[config.mk]
export PLATFORM = sky130hd
export DESIGN_NAME = ad7616_conv_sequencer_flat
export DESIGN_NICKNAME = d
export VERILOG_FILES = /design/src/rtl/ad7616_conv_sequencer_if.sv /design/src/rtl/ad7616_conv_sequencer.sv /design/src/flat_wrapper.sv
export SDC_FILE = /design/constraint.sdc
export NUM_CORES = 1
export LEC_CHECK = 0
export ABC_AREA = 1
export ABC_CLOCK_PERIOD_IN_PS = 3820
export CAP_MARGIN = 20
export CORE_MARGIN = 2
export CORE_UTILIZATION = 48
export DETAILED_ROUTE_END_ITERATION = 8
export PLACE_DENSITY_LB_ADDON = 0.08
export SYNTH_ARGS = -nofsm -noshare
export SYNTH_HDL_FRONTEND = slang
export SYNTH_SLANG_ARGS = --single-unit
[constraint.sdc]
create_clock -name clk -period 3.82 [get_ports clk]
set_clock_uncertainty 0.1 [all_clocks]
set_input_delay 0.764 -clock clk [delete_from_list [all_inputs] [get_ports clk]]
set_output_delay 0.764 -clock clk [all_outputs]
set_load 0.02 [all_outputs]
[src/rtl/ad7616_conv_sequencer_if.sv]
// rtl/ad7616_conv_sequencer_if.sv - AD7616 parallel bus signal bundle (CNVST/BUSY/CS/RD/WR/DB)
interface ad7616_conv_sequencer_if;
    logic        cnvst;
    logic        cs_n;
    logic        rd_n;
    logic        wr_n;
    logic [15:0] db_i;
    logic [15:0] db_o;
    logic        db_t;
    logic        busy;

    modport master (
        output cnvst, cs_n, rd_n, wr_n, db_o, db_t,
        input  db_i, busy
    );

    modport slave (
        input  cnvst, cs_n, rd_n, wr_n, db_o, db_t,
        output db_i, busy
    );
endinterface

[src/rtl/ad7616_conv_sequencer.sv]
// rtl/ad7616_conv_sequencer.sv - AD7616 conversion/readout sequencer with register access arbitration; optional AD7616_SEQ_BUSY_TIMEOUT_EN
module ad7616_conv_sequencer #(
    parameter int CNVST_WIDTH  = 2,
    parameter int STROBE_LOW   = 3,
    parameter int STROBE_HIGH  = 2,
    parameter int BUSY_TIMEOUT = 1024
) (
    input  logic                           clk,
    input  logic                           rst,
    input  logic                           cnvst_en,
    input  logic [31:0]                    conv_rate,
    input  logic [4:0]                     burst_length,
    ad7616_conv_sequencer_if.master        bus,
    output logic [15:0]                    adc_data,
    output logic                           adc_valid,
    output logic                           adc_sync,
    input  logic                           reg_req,
    input  logic                           reg_wr,
    input  logic [15:0]                    reg_wdata,
    output logic [15:0]                    reg_rdata,
    output logic                           reg_ack,
    output logic                           conv_overrun,
    output logic                           busy_timeout
);

    // One phase counter serves every timed state, so size it for the longest one.
    localparam int MAX_AB  = (CNVST_WIDTH > STROBE_LOW) ? CNVST_WIDTH : STROBE_LOW;
    localparam int MAX_CD  = (STROBE_HIGH > BUSY_TIMEOUT) ? STROBE_HIGH : BUSY_TIMEOUT;
    localparam int MAX_CNT = (MAX_AB > MAX_CD) ? MAX_AB : MAX_CD;
    localparam int CNT_W   = $clog2(MAX_CNT + 1);

    typedef enum logic [2:0] {
        IDLE, CNV, WAIT_BH, WAIT_BL, RD_LOW, RD_HIGH, REG_LOW, REG_HIGH
    } state_t;

    state_t             state;
    logic [CNT_W-1:0]   phase;
    logic [4:0]         idx;
    logic [4:0]         burst_len_q;
    logic               reg_wr_q;
    logic [31:0]        rate_cnt;
    logic               conv_pending;
    logic               in_conv;
    logic               take_conv;

    assign in_conv   = (state != IDLE) && (state != REG_LOW) && (state != REG_HIGH);
    assign take_conv = (state == IDLE) && conv_pending;

`ifndef AD7616_SEQ_BUSY_TIMEOUT_EN
    assign busy_timeout = 1'b0;
`endif

    // Conversion period timer; a wrap either queues one conversion or flags an overrun
    always_ff @(posedge clk or posedge rst) begin
        if (rst) begin
            rate_cnt     <= '0;
            conv_pending <= 1'b0;
            conv_overrun <= 1'b0;
        end else begin
            conv_overrun <= 1'b0;
            if (!cnvst_en || conv_rate < 32'd2) begin
                rate_cnt     <= '0;
                conv_pending <= 1'b0;
            end else begin
                if (take_conv)
                    conv_pending <= 1'b0;
                // >= so that lowering conv_rate mid-period still wraps
                if (rate_cnt >= conv_rate - 32'd1) begin
                    rate_cnt <= '0;
                    if (conv_pending || in_conv)
                        conv_overrun <= 1'b1;
                    else
                        conv_pending <= 1'b1;
                end else begin
                    rate_cnt <= rate_cnt + 32'd1;
                end
            end
        end
    end

    // Bus sequencer: conversion bursts and single register accesses share the DB bus
    always_ff @(posedge clk or posedge rst) begin
        if (rst) begin
            state       <= IDLE;
            phase       <= '0;
            idx         <= '0;
            burst_len_q <= '0;
            reg_wr_q    <= 1'b0;
            bus.cnvst   <= 1'b0;
            bus.cs_n    <= 1'b1;
            bus.rd_n    <= 1'b1;
            bus.wr_n    <= 1'b1;
            bus.db_o    <= '0;
            bus.db_t    <= 1'b1;
            adc_data    <= '0;
            adc_valid   <= 1'b0;
            adc_sync    <= 1'b0;
            reg_rdata   <= '0;
            reg_ack     <= 1'b0;
`ifdef AD7616_SEQ_BUSY_TIMEOUT_EN
            busy_timeout <= 1'b0;
`endif
        end else begin
            adc_valid <= 1'b0;
            adc_sync  <= 1'b0;
            reg_ack   <= 1'b0;
`ifdef AD7616_SEQ_BUSY_TIMEOUT_EN
            busy_timeout <= 1'b0;
`endif
            case (state)
                IDLE: begin
                    phase <= '0;
                    if (conv_pending) begin
                        state       <= CNV;
                        bus.cnvst   <= 1'b1;
                        burst_len_q <= burst_length;
                    end else if (reg_req) begin
                        state    <= REG_LOW;
                        reg_wr_q <= reg_wr;
                        bus.cs_n <= 1'b0;
                        if (reg_wr) begin
                            bus.wr_n <= 1'b0;
                            bus.db_t <= 1'b0;
                            bus.db_o <= reg_wdata;
                        end else begin
                            bus.rd_n <= 1'b0;
                        end
                    end
                end
                CNV: begin
                    if (phase == CNT_W'(CNVST_WIDTH - 1)) begin
                        bus.cnvst <= 1'b0;
                        state     <= WAIT_BH;
                        phase     <= '0;
                    end else begin
                        phase <= phase + CNT_W'(1);
                    end
                end
                WAIT_BH: begin
                    if (bus.busy) begin
                        state <= WAIT_BL;
                        phase <= '0;
                    end
`ifdef AD7616_SEQ_BUSY_TIMEOUT_EN
                    else if (phase == CNT_W'(BUSY_TIMEOUT - 1)) begin
                        busy_timeout <= 1'b1;
                        bus.cs_n     <= 1'b1;
                        state        <= IDLE;
                    end else begin
                        phase <= phase + CNT_W'(1);
                    end
`endif
                end
                WAIT_BL: begin
                    if (!bus.busy) begin
                        bus.cs_n <= 1'b0;
                        bus.rd_n <= 1'b0;
                        idx      <= '0;
                        phase    <= '0;
                        state    <= RD_LOW;
                    end
`ifdef AD7616_SEQ_BUSY_TIMEOUT_EN
                    else if (phase == CNT_W'(BUSY_TIMEOUT - 1)) begin
                        busy_timeout <= 1'b1;
                        bus.cs_n     <= 1'b1;
                        state        <= IDLE;
                    end else begin
                        phase <= phase + CNT_W'(1);
                    end
`endif
                end
                RD_LOW: begin
                    if (phase == CNT_W'(STROBE_LOW - 1)) begin
                        adc_data  <= bus.db_i;
                        adc_valid <= 1'b1;
                        adc_sync  <= (idx == 5'd0);
                        bus.rd_n  <= 1'b1;
                        phase     <= '0;
                        state     <= RD_HIGH;
                    end else begin
                        phase <= phase + CNT_W'(1);
                    end
                end
                RD_HIGH: begin
                    if (phase == CNT_W'(STROBE_HIGH - 1)) begin
                        phase <= '0;
                        if (idx == burst_len_q) begin
                            bus.cs_n <= 1'b1;
                            state    <= IDLE;
                        end else begin
                            idx      <= idx + 5'd1;
                            bus.rd_n <= 1'b0;
                            state    <= RD_LOW;
                        end
                    end else begin
                        phase <= phase + CNT_W'(1);
                    end
                end
                REG_LOW: begin
                    if (phase == CNT_W'(STROBE_LOW - 1)) begin
                        if (!reg_wr_q)
                            reg_rdata <= bus.db_i;
                        bus.rd_n <= 1'b1;
                        bus.wr_n <= 1'b1;
                        bus.cs_n <= 1'b1;
                        bus.db_t <= 1'b1;
                        reg_ack  <= 1'b1;
                        phase    <= '0;
                        state    <= REG_HIGH;
                    end else begin
                        phase <= phase + CNT_W'(1);
                    end
                end
                REG_HIGH: begin
                    if (phase == CNT_W'(STROBE_HIGH - 1)) begin
                        phase <= '0;
                        state <= IDLE;
                    end else begin
                        phase <= phase + CNT_W'(1);
                    end
                end
                default: state <= IDLE;
            endcase
        end
    end

endmodule
[src/flat_wrapper.sv]
// flat-port wrapper written by rule: the top's interface ports become plain ports
module ad7616_conv_sequencer_flat 
#(
    parameter int CNVST_WIDTH  = 2,
    parameter int STROBE_LOW   = 3,
    parameter int STROBE_HIGH  = 2,
    parameter int BUSY_TIMEOUT = 1024
)
  (clk, rst, cnvst_en, conv_rate, burst_length, adc_data, adc_valid, adc_sync, reg_req, reg_wr, reg_wdata, reg_rdata, reg_ack, conv_overrun, busy_timeout, bus_cnvst, bus_cs_n, bus_rd_n, bus_wr_n, bus_db_o, bus_db_t, bus_db_i, bus_busy);
  ad7616_conv_sequencer_if bus_i ();
  input  logic clk;
  input  logic rst;
  input  logic cnvst_en;
  input  logic [31:0] conv_rate;
  input  logic [4:0] burst_length;
  output logic [15:0] adc_data;
  output logic adc_valid;
  output logic adc_sync;
  input  logic reg_req;
  input  logic reg_wr;
  input  logic [15:0] reg_wdata;
  output logic [15:0] reg_rdata;
  output logic reg_ack;
  output logic conv_overrun;
  output logic busy_timeout;
  output wire logic [$bits(bus_i.cnvst)-1:0] bus_cnvst;
  output wire logic [$bits(bus_i.cs_n)-1:0] bus_cs_n;
  output wire logic [$bits(bus_i.rd_n)-1:0] bus_rd_n;
  output wire logic [$bits(bus_i.wr_n)-1:0] bus_wr_n;
  output wire logic [$bits(bus_i.db_o)-1:0] bus_db_o;
  output wire logic [$bits(bus_i.db_t)-1:0] bus_db_t;
  input wire logic [$bits(bus_i.db_i)-1:0] bus_db_i;
  input wire logic [$bits(bus_i.busy)-1:0] bus_busy;
  assign bus_cnvst = bus_i.cnvst;
  assign bus_cs_n = bus_i.cs_n;
  assign bus_rd_n = bus_i.rd_n;
  assign bus_wr_n = bus_i.wr_n;
  assign bus_db_o = bus_i.db_o;
  assign bus_db_t = bus_i.db_t;
  assign bus_i.db_i = bus_db_i;
  assign bus_i.busy = bus_busy;
  ad7616_conv_sequencer #(.CNVST_WIDTH(CNVST_WIDTH), .STROBE_LOW(STROBE_LOW), .STROBE_HIGH(STROBE_HIGH), .BUSY_TIMEOUT(BUSY_TIMEOUT)) u_core (.clk(clk), .rst(rst), .cnvst_en(cnvst_en), .conv_rate(conv_rate), .burst_length(burst_length), .bus(bus_i), .adc_data(adc_data), .adc_valid(adc_valid), .adc_sync(adc_sync), .reg_req(reg_req), .reg_wr(reg_wr), .reg_wdata(reg_wdata), .reg_rdata(reg_rdata), .reg_ack(reg_ack), .conv_overrun(conv_overrun), .busy_timeout(busy_timeout));
endmodule
After elaboration in Yosys (flattened, before gate mapping) --
Cells that the tools add are included.
Storage, ports and cells: register bits after elaboration 114, bits of input ports 75, output and inout port bits 58, logic and storage cells 136
Cells by class: $add $sub $neg 4, magnitude comparators 2, eq/ne operators 28, mux-type cells 54, bitwise gates (word level) 2, reduce and logical (&&, ||, !) cells 28
Operators by type and width (number):
- two-way mux 32 bit | 2
- case mux 11 bit (5 select lines) | 1
- two-way mux 11 bit | 4
- adder 32 x 1 -> 32 bit (second input constant) | 1
- greater-or-equal comparator 32 bit | 1
- less-than comparator 32 x 2 -> 1 bit (second input constant) | 1
- subtractor 32 x 1 -> 32 bit (second input constant) | 1
- two-way mux 3 bit | 10
- two-way mux 1 bit | 28
- case mux 3 bit (8 select lines) | 1
- inequality test 2 x 1 -> 1 bit (second input constant) | 8
- AND reduction 8 bit | 2
- two-way mux 5 bit | 3
- inequality test 2 bit (second input constant) | 7
- == test 3 bit (second input constant) | 4
- adder 11 x 1 -> 11 bit (second input constant) | 1
- == test 11 x 1 -> 1 bit (second input constant) | 1
- == test 11 x 2 -> 1 bit (second input constant) | 1
- case mux 5 bit (2 select lines) | 1
- AND reduction 3 bit | 3
- case mux 1 bit (4 select lines) | 2
- AND reduction 4 bit | 2
- nonzero test 4 bit | 2
- AND reduction 7 bit | 1
- other kinds (19) | 30

Logic depth before layout (Yosys ltp) --
word-level depth 7, gate-level depth with buffers 21, depth with buffers taken out 21

Worst setup path before layout --
Ideal clock, no wire load.
path type input to register, from input port conv_rate[0], to register u_core.rate_cnt[19], arrival time 3.017 ns, required time 3.649 ns, setup slack 0.631 ns, stages on the path 18, path buffers 1, cell sequence inv_1 ha_1 nand2_2 nor3_4 nand4_1 xor2_1 inv_1 ha_1 nand2_1 inv_1 nand2_1 nand2_1 nand2_1 nand3_1 a21oi_1 nand3_4 buf_8 nor2_1
Between the ends: cells in the longest elaborated chain, start to end 4
Ends and longest elaborated chain:
- start: declaration | line flat_wrapper.sv:14 | input logic [31:0] conv_rate;
- subtractor 32 x 1 -> 32 bit | line ad7616_conv_sequencer.sv:68 | if (rate_cnt >= conv_rate - 32'd1) begin
- greater-or-equal comparator 32 bit | line ad7616_conv_sequencer.sv:68
- two-way mux 32 bit | line ad7616_conv_sequencer.sv:68
- two-way mux 32 bit * | line ad7616_conv_sequencer.sv:61 | if (!cnvst_en || conv_rate < 32'd2) begin
- end signal: assignment | line ad7616_conv_sequencer.sv:75 | rate_cnt <= rate_cnt + 32'd1;
- end: declaration | line ad7616_conv_sequencer.sv:41 | logic [31:0] rate_cnt;
Every way passes the cells marked *; elsewhere a longest branch is shown, timed or not. A chain may end at the register's enable or synchronous reset.

Worst setup path in the final report --
from input port conv_rate[1], to register u_core.rate_cnt[5]
The elaborated chain is that of the path after synthesis.

==> results.yml <==
status:
  status: "complete, no violations"
floorplan:
  io-pin-count: 133
  initial_core_util_pct: 49.3
  core_area_sq_um: 14600
  die_area_sq_um: 16000
  die_w_microns: 126
  die_h_microns: 126
  rows: 44
setup_path:
  crit_top_cell: "nand2_1"
  r2r_cells: 12
  slowest_delay_ns: 0.45
  start_kind: "primary input"
  critical-path-slowest-cell: "clkdlybuf4s50_1"
  required_ns: 4.04
  crit_cells: 21
  path_class: "in -> reg"
  crit_chain: "clkdlybuf4s50_1 -> inv_1 -> ha_1 -> nand2_2 -> nor3_4 -> buf_12 -> nand4_1 -> xor2_1 -> inv_1 -> ha_1 -> nand2_1 -> inv_1 -> nand2_1 -> nand2_1 -> nand2_1 -> nand3_1 -> a21oi_1 -> buf_4 -> nand3_4 -> buf_12 -> nor2_1"
  arrival_ns: 3.56
  critical_path.max_fanout: 15
  crit_family: "buffers and inverters"
  worst_setup_path_end_kind: "register"
  critPathBufInv: 7
placement:
  gp_congestion: 0.960
  dp_hpwl_mm: 12.9
  port_buffers: 131
hold_path:
  hp-class: "reg -> reg"
  hold_depth: 2
yosys:
  synth_edf_count: 0
  async_reset_ff_share_pct: 100
  syn_inst: 938
  syn_area_per_cell_sq_um: 7.67
  yosysWarningCount: 0
  ys.flop_type: "dfrtp_1"
  synth_area_leaders: "dfrtp_1, nand2_1, ha_1"
  seq_area_frac_synth_pct: 39.7
  synth_nets: 1052
  ys_types: 44
  synth_top_area_cell: "dfrtp_1"
  yosysMostFrequentCell: "nand2_1"
  yosysTopAreaCellShare_pct: 38.6
  synthTopCellsByCount: "nand2_1, nor2_1, dfrtp_1"
  synth_seq_cells: 114
  synth_area_sq_um: 7190
pwr:
  p_sw_share_pct: 35.9
  p_per_area_nw_per_um2: 546
  p_sw_uw: 1820
  intPower_uw: 3250
  p_leak_uw: 0.00439
  clockPowerShare_pct: 28.2
  p_seq_share_pct: 34.1
  ir_drop_uv: 464
  pwr-share-comb_pct: 37.7
  p_total_uw: 5070
timing:
  rsz0062_at_grt: "false"
  timing.hold.ws_ns: 0.363
  max_freq_mhz: 300
  worstMarginPinSlew_ns: 0.624
  min_period_ns: 3.34
  tns_ns: 0
  setup_viol: 0
  finalCritPeriodShare_pct: 87.4
  final_hold_viol_count: 0
  drv_slew: 0
  slew_headroom_pct: 58.3
finish:
  nets: 1197
  diodes: 0
  drive_gt1_share_pct: 8.67
  area_growth_pct: 29.2
  final_core_util_pct: 63.7
  nFillCells: 1351
route:
  wl_mm: 17.2
  dr_total_vias: 6300
  drt_iter0_markers: 247
  via_per_inst: 4.92
  dr.pass1.iters: 6
  drc: 0
  ant_nets: 0
  wl_per_cell_microns: 13.5
cts:
  clkLatencyLatePin_ns: 0.40
  cts_max_level: 4
  cts_tree: "done"
  cts_hold_buf: 0
  cts.repair.resized: 0
  cts_root_buf: "clkbuf_16"
  clkSinkCount: 114
  numCtsBuffers: 17
  clk_pin_slew_ns: 0.05
  post_cts_buffers: 0
  clockBufferDepth: 2
global_route:
  grt_first_pass_wirelength_mm: 29.4
  grt_pass1_vias: 6173
  grt_usage_pct: 22.6
  antenna_found_initial: 0
  overflow: 0
  grt_max_degree: 89
job:
  maxCapViolations: 0
[registers in the layout, summed over array words and instances, names as in the netlist]
signal / cells
u_core.bus.rd_n: 1
u_core.reg_ack: 1
u_core.adc_valid: 1
u_core.adc_sync: 1
u_core.bus.cnvst: 1
u_core.bus.wr_n: 1
u_core.rate_cnt: 32
u_core.adc_data: 16
u_core.phase: 11
u_core.burst_len_q: 5
u_core.conv_pending: 1
u_core.conv_overrun: 1
u_core.bus.cs_n: 1
u_core.reg_wr_q: 1
u_core.idx: 5
u_core.bus.db_o: 16
u_core.state: 3
u_core.reg_rdata: 16
[power by group through the flow]
stage	sequential (uW)	combinational (uW)	clock, uW
after floorplan	2020	822	0
after global routing	1780	2120	1520
after CTS	1730	1920	1460
final	1730	1910	1430
after detailed placement	1740	1910	0
after global placement	1740	1900	0
[cell families (layout without fill, tap and decap cells)]
family	after synthesis	after routing	synth area share, %
other	1	1	0.0522
XOR/XNOR	66	66	8.04
adder cells (fa/ha/maj)	39	39	6.79
AO/OA/AOI/OAI	77	77	6.06
AND/OR/NAND/NOR	511	511	31.8
buffers and inverters	130	288	7.59
flip-flops	114	114	39.7
[per-layer routing]
layer  part of all wire (%)  up-vias  global-route usage, %
li1                       -     3262                      -
met1                     46     2842                   30.2
met2                     47      161                   36.2
met3                    4.4       35                   4.34
met4                    2.6        0                   8.99
met5                      0        -                      0
[final timing paths]
path,from,to,slack (ns)
max in group asynchronous,rst,u_core.bus.cs_n,2.06
hold reg to reg,u_core.bus.cs_n,u_core.bus.cs_n,0.36
min in group asynchronous,rst,u_core.bus.db_o[2],0.69
hold / removal,u_core.bus.cs_n,u_core.bus.cs_n,0.36
setup reg to reg,u_core.rate_cnt[0],u_core.rate_cnt[5],1.80
setup / recovery,conv_rate[1],u_core.rate_cnt[5],0.48
[final cells by class]
class | count | area, sq um | share of cell area [%]
multi-input combinational | 694 | 3790 | 40.8
sequential | 114 | 2860 | 30.7
timing repair buffer | 141 | 1440 | 15.5
clock buffer | 22 | 454 | 4.89
inverter | 115 | 438 | 4.71
tap | 184 | 230 | 2.48
clock inverter | 10 | 86.3 | 0.929
[metrics by stage]
step	instances	area, sq um	worst slack (ns)
2_1_floorplan	938	7190	0.631
3_3_place_gp	1248	8750	0.0864
3_5_place_dp	1248	8750	0.0682
4_1_cts	1280	9290	0.471
5_1_grt	1280	9290	0.121
6_report	1280	9290	0.482
[layout by cell type, fill, tap and decap left out, drive strengths merged, types with 22 or more instances in the layout]
cell type	n
nand3	37
o21ai	46
dfrtp	111
ha	39
xor2	47
nand2	274
inv	114
clkbuf	22
nor3	34
clkdlybuf4s50	131
nor2	138
[tightest hold or removal path, cell delays in order, from the launching register on]
cell,delay [ns]
dfstp_2,0.36
nand2_1,0.05
nand2_1,0.04
No activity file was read; power rests on OpenSTA's default activity.
